## config.mk

```make
export PLATFORM = sky130hd
export DESIGN_NAME = dma_rd_scheduler
export DESIGN_NICKNAME = d
export VERILOG_FILES = /design/src/rtl/dma_rd_scheduler.sv
export SDC_FILE = /design/constraint.sdc
export NUM_CORES = 1
export LEC_CHECK = 0
export CAP_MARGIN = 20
export CORE_MARGIN = 2
export CORE_UTILIZATION = 52
export CTS_CLUSTER_SIZE = 24
export DETAILED_ROUTE_END_ITERATION = 12
export GPL_TIMING_DRIVEN = 0
export HOLD_SLACK_MARGIN = 0.08
export PLACE_DENSITY = 0.84
export REMOVE_ABC_BUFFERS = 1
export SLEW_MARGIN = 5
export SYNTH_ARGS = -nofsm -noshare
export SYNTH_HDL_FRONTEND = slang
export SYNTH_SLANG_ARGS = --single-unit
```

## constraint.sdc

```tcl
create_clock -name clk_i -period 4.2 [get_ports clk_i]
set_input_delay 0.84 -clock clk_i [delete_from_list [all_inputs] [get_ports clk_i]]
set_output_delay 0.84 -clock clk_i [all_outputs]
set_load 0.01 [all_outputs]
```

## src/rtl/dma_rd_scheduler.sv

```systemverilog
// dma_rd_scheduler: splits one host-to-FPGA DMA read into memory-read
// requests, allocates a tag per request and retires tags as completion
// data arrives; pulses done once every tag has drained.
module dma_rd_scheduler #(
    parameter int MAX_RD_DW = 128,
    parameter int NUM_TAGS  = 8
) (
    input  logic        clk_i,
    input  logic        rst_n,
    input  logic        dma_start_i,
    input  logic [31:0] dma_src_addr_i,
    input  logic [31:0] dma_len_i,
    output logic        dma_busy_o,
    output logic        dma_done_o,
    output logic        dma_err_o,
    output logic        rd_req_o,
    output logic [31:0] rd_req_addr_o,
    output logic [9:0]  rd_req_len_o,
    output logic [7:0]  rd_req_tag_o,
    input  logic        rd_req_ack_i,
    input  logic        cpld_start_i,
    input  logic [7:0]  cpld_tag_i,
    input  logic        rcvd_data_valid_i
);
    localparam int          TW    = (NUM_TAGS > 1) ? $clog2(NUM_TAGS) : 1;
    localparam logic [12:0] MAX_B = 13'(MAX_RD_DW * 4);
    localparam logic [8:0]  NT9   = 9'(NUM_TAGS);

    typedef enum logic [2:0] {IDLE, ISSUE, WAIT_ACK, DRAIN, DONE} state_t;

    state_t                       state;
    logic [31:0]                  cur_addr;
    logic [31:0]                  rem_bytes;
    logic [12:0]                  req_bytes;
    logic [NUM_TAGS-1:0]          outst;
    logic [NUM_TAGS-1:0][9:0]     rdw;
    logic [TW-1:0]                cur_idx;
    logic                         cur_ok;

    logic [TW-1:0]                free_idx;
    logic                         free_any;
    logic [12:0]                  to_bnd, c1, chunk;
    logic                         new_ok, eff_ok, beat_ok;
    logic [TW-1:0]                eff_idx, ack_idx;
    logic [9:0]                   dw_left;

    // Lowest-numbered free tag from the registered outstanding mask
    always_comb begin
        free_idx = '0;
        free_any = 1'b0;
        for (int i = NUM_TAGS - 1; i >= 0; i--) begin
            if (!outst[i]) begin
                free_idx = TW'(i);
                free_any = 1'b1;
            end
        end
    end

    // Chunk size: min(max request, remaining bytes, distance to 4 KB boundary);
    // completion tag resolution where a same-cycle header overrides cur_tag
    always_comb begin
        to_bnd  = 13'd4096 - {1'b0, cur_addr[11:0]};
        c1      = (MAX_B < to_bnd) ? MAX_B : to_bnd;
        chunk   = (rem_bytes < {19'b0, c1}) ? rem_bytes[12:0] : c1;
        new_ok  = ({1'b0, cpld_tag_i} < NT9) && outst[cpld_tag_i[TW-1:0]];
        eff_idx = cpld_start_i ? cpld_tag_i[TW-1:0] : cur_idx;
        eff_ok  = cpld_start_i ? new_ok : cur_ok;
        beat_ok = rcvd_data_valid_i && eff_ok && outst[eff_idx];
        dw_left = rdw[eff_idx] - 10'd2;
        ack_idx = rd_req_tag_o[TW-1:0];
    end

    // Request FSM plus completion tracking; a free and an allocation in the
    // same cycle touch different tags so both land
    always_ff @(posedge clk_i) begin
        if (!rst_n) begin
            state         <= IDLE;
            cur_addr      <= '0;
            rem_bytes     <= '0;
            req_bytes     <= '0;
            outst         <= '0;
            rdw           <= '0;
            cur_idx       <= '0;
            cur_ok        <= 1'b0;
            dma_busy_o    <= 1'b0;
            dma_done_o    <= 1'b0;
            dma_err_o     <= 1'b0;
            rd_req_o      <= 1'b0;
            rd_req_addr_o <= '0;
            rd_req_len_o  <= '0;
            rd_req_tag_o  <= '0;
        end else begin
            case (state)
                IDLE: begin
                    dma_done_o <= 1'b0;
                    if (dma_start_i) begin
                        cur_addr   <= dma_src_addr_i;
                        rem_bytes  <= dma_len_i;
                        dma_err_o  <= 1'b0;
                        dma_busy_o <= 1'b1;
                        state      <= ISSUE;
                    end
                end
                ISSUE: begin
                    if (rem_bytes == 32'd0) begin
                        state <= DRAIN;
                    end else if (free_any) begin
                        rd_req_o      <= 1'b1;
                        rd_req_addr_o <= cur_addr;
                        rd_req_len_o  <= chunk[11:2];
                        rd_req_tag_o  <= 8'(free_idx);
                        req_bytes     <= chunk;
                        state         <= WAIT_ACK;
                    end
                end
                WAIT_ACK: begin
                    if (rd_req_ack_i) begin
                        rd_req_o     <= 1'b0;
                        outst[ack_idx] <= 1'b1;
                        rdw[ack_idx] <= rd_req_len_o;
                        cur_addr     <= cur_addr + {19'b0, req_bytes};
                        rem_bytes    <= rem_bytes - {19'b0, req_bytes};
                        state        <= ISSUE;
                    end
                end
                DRAIN: begin
                    if (outst == '0) begin
                        dma_done_o <= 1'b1;
                        dma_busy_o <= 1'b0;
                        state      <= DONE;
                    end
                end
                DONE: begin
                    dma_done_o <= 1'b0;
                    state      <= IDLE;
                end
                default: state <= IDLE;
            endcase

            // Header for a tag that is not outstanding flags an error and
            // makes its data beats inert
            if (cpld_start_i) begin
                cur_idx <= cpld_tag_i[TW-1:0];
                cur_ok  <= new_ok;
                if (!new_ok) dma_err_o <= 1'b1;
            end
            if (beat_ok) begin
                rdw[eff_idx] <= dw_left;
                if (dw_left == 10'd0) begin
                    outst[eff_idx] <= 1'b0;
                    cur_ok         <= 1'b0;
                end
            end
        end
    end
endmodule

```

==> results.yml <==
outcome:
  outcome: "finished, violations left"
  failed_checks: "negative setup slack"
clock_tree:
  root_buffer: "clkbuf_16"
  clk_path_buf_depth: 3
  cts_buffers: 24
  clk_pin_slew_ns: 0.06
  cts-htree-levels: 1
  cts_sinks: 211
  tritoncts: "done"
  hold_buffers: 0
  clk-insertion-delay-late_ns: 0.53
worst_setup_path:
  crit_path_end: "req_bytes[1]"
  crit_path_start_kind: "flop"
  worst_r2r_endpoint: "req_bytes[1]"
  worstPathArrival_ns: 4.80
  path_class: "reg -> reg"
  r2r-start: "cur_addr[1]"
  cp-end-kind: "flop"
  required_ns: 4.65
  path_max_fanout: 5
  r2r_setup_slack_ns: -0.15
  timing.critical_path.from: "cur_addr[1]"
  r2r_cells: 14
global_route:
  grt_pass1_wl_um: 62010
  grt_pass1_vias: 12154
  grt_max_degree: 101
  grt_usage: 0.3056
  antenna_found_initial: 0
  grt_overflow: 0
placement:
  dpl_cell_area_um2: 13900
  dp_slack_ns: -1.749
  gp_congestion: 0.9247
  hpwl_um: 25140
  port_buffers: 126
route:
  postRouteAntennaNets: 0
  wl_per_cell_um: 19.92
  dr.first_iter.drc_count: 1413
  wirelength_um: 38750
  remaining_drc_errors: 0
  via_per_inst: 6.503
  drt_first_pass_iters: 6
  vias: 12648
logic_synthesis:
  synth_edf_count: 0
  synthCells: 1528
  avgSynthCellArea_um2: 8.097
  ys_seq_area_frac: 0.3414
  yosysWarningCount: 0
  netlist.area_leader.share: 0.3414
  async_reset_ff_frac: 0
  synth_flop_cell: "dfxtp_1"
  synth_area_leaders: "dfxtp_1 (34%), a211oi_1 (9.9%), nand2_1 (5.6%)"
  synth_area_um2: 12370
  yosys.area.top_type: "dfxtp_1"
  synth_cell_types: 78
  synth-seq-cells: 211
timing:
  max_slew.worst_pin.slew_ns: 1.086
  slew_headroom: 0.2732
  fin_crit_ns: 4.353
  rsz0062_at_grt: "true"
  setup_ws_ns: -0.1529
  final-hold-violation-count: 0
  hold-worst-slack_ns: 0.4543
  finalCritPeriodShare: 1.036
  timing.fmax_ghz: 0.2297
  drv_slew: 0
  setup_viol: 10
  finClkSkew_ns: 0.01174
layout:
  stdcell_area_um2: 15280
  drive_gt1_frac: 0.1169
  nets: 1728
  diodes: 0
  syn_to_final_growth_pct: 23.54
  fill_cells: 1845
pwr:
  p_leak_nw: 5.366
  ir_drop_v: 0.0002824
  power.density_nw_per_um2: 400.8
min_path:
  min_from: "rd_req_addr_o[0]"
  hold_class: "reg -> reg"
floorplanning:
  initial_core_util: 0.5287
  rows: 56
  die_h_um: 158.2
  die_w_um: 158.2
  io_pins: 132
  coreArea_um2: 23400
  die-area_um2: 25040
flow_run:
  maxCapViolCount: 0
## logic make-up (layout without fill, tap and decap cells)
family	after synthesis	after routing	share of synthesized area
AO/OA/AOI/OAI	486	487	0.2699
XOR/XNOR	29	29	0.02053
adder cells (fa/ha/maj)	42	42	0.04369
buffers and inverters	157	245	0.05643
flip-flops	211	211	0.3414
multiplexers	49	52	0.04935
other	2	8	0.0006070
AND/OR/NAND/NOR	552	552	0.2180
## where the power goes
| part | total (mW) | switching (mW) | leakage, nW | internal [mW] |
|---|---|---|---|---|
| Combinational | 1.57 | 0.915 | 3.24 | 0.654 |
| Sequential | 2.31 | 0.187 | 1.72 | 2.12 |
| Clock | 2.25 | 0.879 | 0.410 | 1.37 |
## flip-flops by register name, summed over array words and instances, names as in the netlist, 4 cells and up
name	count
cur_addr	32
outst	8
rd_req_addr_o	32
rd_req_len_o	9
rdw	80
rem_bytes	32
req_bytes	4
## per-layer routing
metal  routed length (um)  up-vias  share of wire  global-route usage
li1                     -     5819              -                   -
met1                15510     5935           0.40              0.3946
met2                17910      740           0.46              0.4990
met3                 3434      154          0.089             0.04572
met4                 1896        0          0.049              0.1514
met5                    0        -              0                   0
## worst min-delay path by stage
stage                                   end  cells after the start
after floorplan               rem_bytes[28]                      1
after global placement     rd_req_addr_o[9]                      2
after detailed placement  rd_req_addr_o[25]                      2
after CTS                 rd_req_addr_o[25]                      2
after global routing      rd_req_addr_o[30]                      2
final                      rd_req_addr_o[0]                      2
## per-stage QoR
step                      TNS (ns)  instances  total power [mW]    util
final                      -0.8989       1945             6.127  0.6531
after global routing        -2.148       1945             6.365  0.6531
after CTS                   -1.803       1940             6.060  0.6478
after detailed placement    -81.69       1876             3.737  0.5942
after global placement     -497.39       1854             3.644  0.5759
after floorplan             -8.867       1409             3.219       -
## layout by cell type, fill, tap and decap left out, drive strengths merged, types with 12 or more instances in the layout
| master | count |
|---|---|
| nand3 | 27 |
| inv | 33 |
| dfxtp | 211 |
| clkbuf | 36 |
| or3 | 14 |
| and3 | 14 |
| nor4 | 15 |
| nor2 | 136 |
| o22ai | 12 |
| a21oi | 111 |
| mux2i | 35 |
| ha | 40 |
| a311oi | 37 |
| buf | 45 |
| nor3 | 40 |
| nand2 | 191 |
| a211oi | 165 |
| xnor2 | 16 |
| o21ai | 70 |
| xor2 | 13 |
| nor2b | 47 |
| clkdlybuf4s50 | 123 |
## final cells by class
| type | count | area, um2 | area share |
|---|---|---|---|
| clock inverters | 8 | 125.1 | 0.008186 |
| inverters | 32 | 125.1 | 0.008186 |
| well taps | 319 | 399.1 | 0.02611 |
| repair buffers | 169 | 1742 | 0.1139 |
| flip-flops and latches | 211 | 4235 | 0.2771 |
| clock buffers | 36 | 716.9 | 0.04691 |
| multi-input cells | 1170 | 7941 | 0.5196 |
## repair_timing
action / CTS / global route
pin swaps: 19 / 11
gates resized for setup: 50 / 27
buffers inserted: 16 / 4
gates cloned: 4 / 1
endpoints found under the setup margin: 84 / 32
## synthesized netlist by cell type, drive strengths merged (6+ instances only)
| cell type | instances |
|---|---|
| xor2 | 13 |
| mux2i | 34 |
| xnor2 | 16 |
| nand2b | 11 |
| a21o | 10 |
| a311oi | 37 |
| inv | 32 |
| dfxtp | 211 |
| a211oi | 165 |
| or3 | 14 |
| buf | 43 |
| nor2b | 47 |
| o22ai | 12 |
| o21a | 7 |
| and3 | 14 |
| o21ai | 70 |
| or4 | 8 |
| mux4 | 9 |
| clkbuf | 82 |
| nor3 | 40 |
| nor2 | 136 |
| ha | 40 |
| nand3 | 27 |
| and2 | 9 |
| a221oi | 10 |
| and4 | 8 |
| mux2 | 6 |
| nand4 | 10 |
| a21oi | 111 |
| nor4 | 15 |
| a31oi | 10 |
| o211ai | 9 |
| nand2 | 191 |
## worst max-delay path, stage by stage, from the launching register on
cell	delay (ns)
dfxtp_4	0.36
or4_4	0.55
or4_4	0.44
a2111oi_4	0.30
o211ai_1	0.15
or3b_4	0.46
ha_4	0.23
a21o_1	0.15
a21o_1	0.17
a21oi_1	0.13
o22ai_1	0.09
or4_4	0.47
a31oi_4	0.28
mux2_4	0.33
a211oi_2	0.17
(Power assumes the default switching activity.)
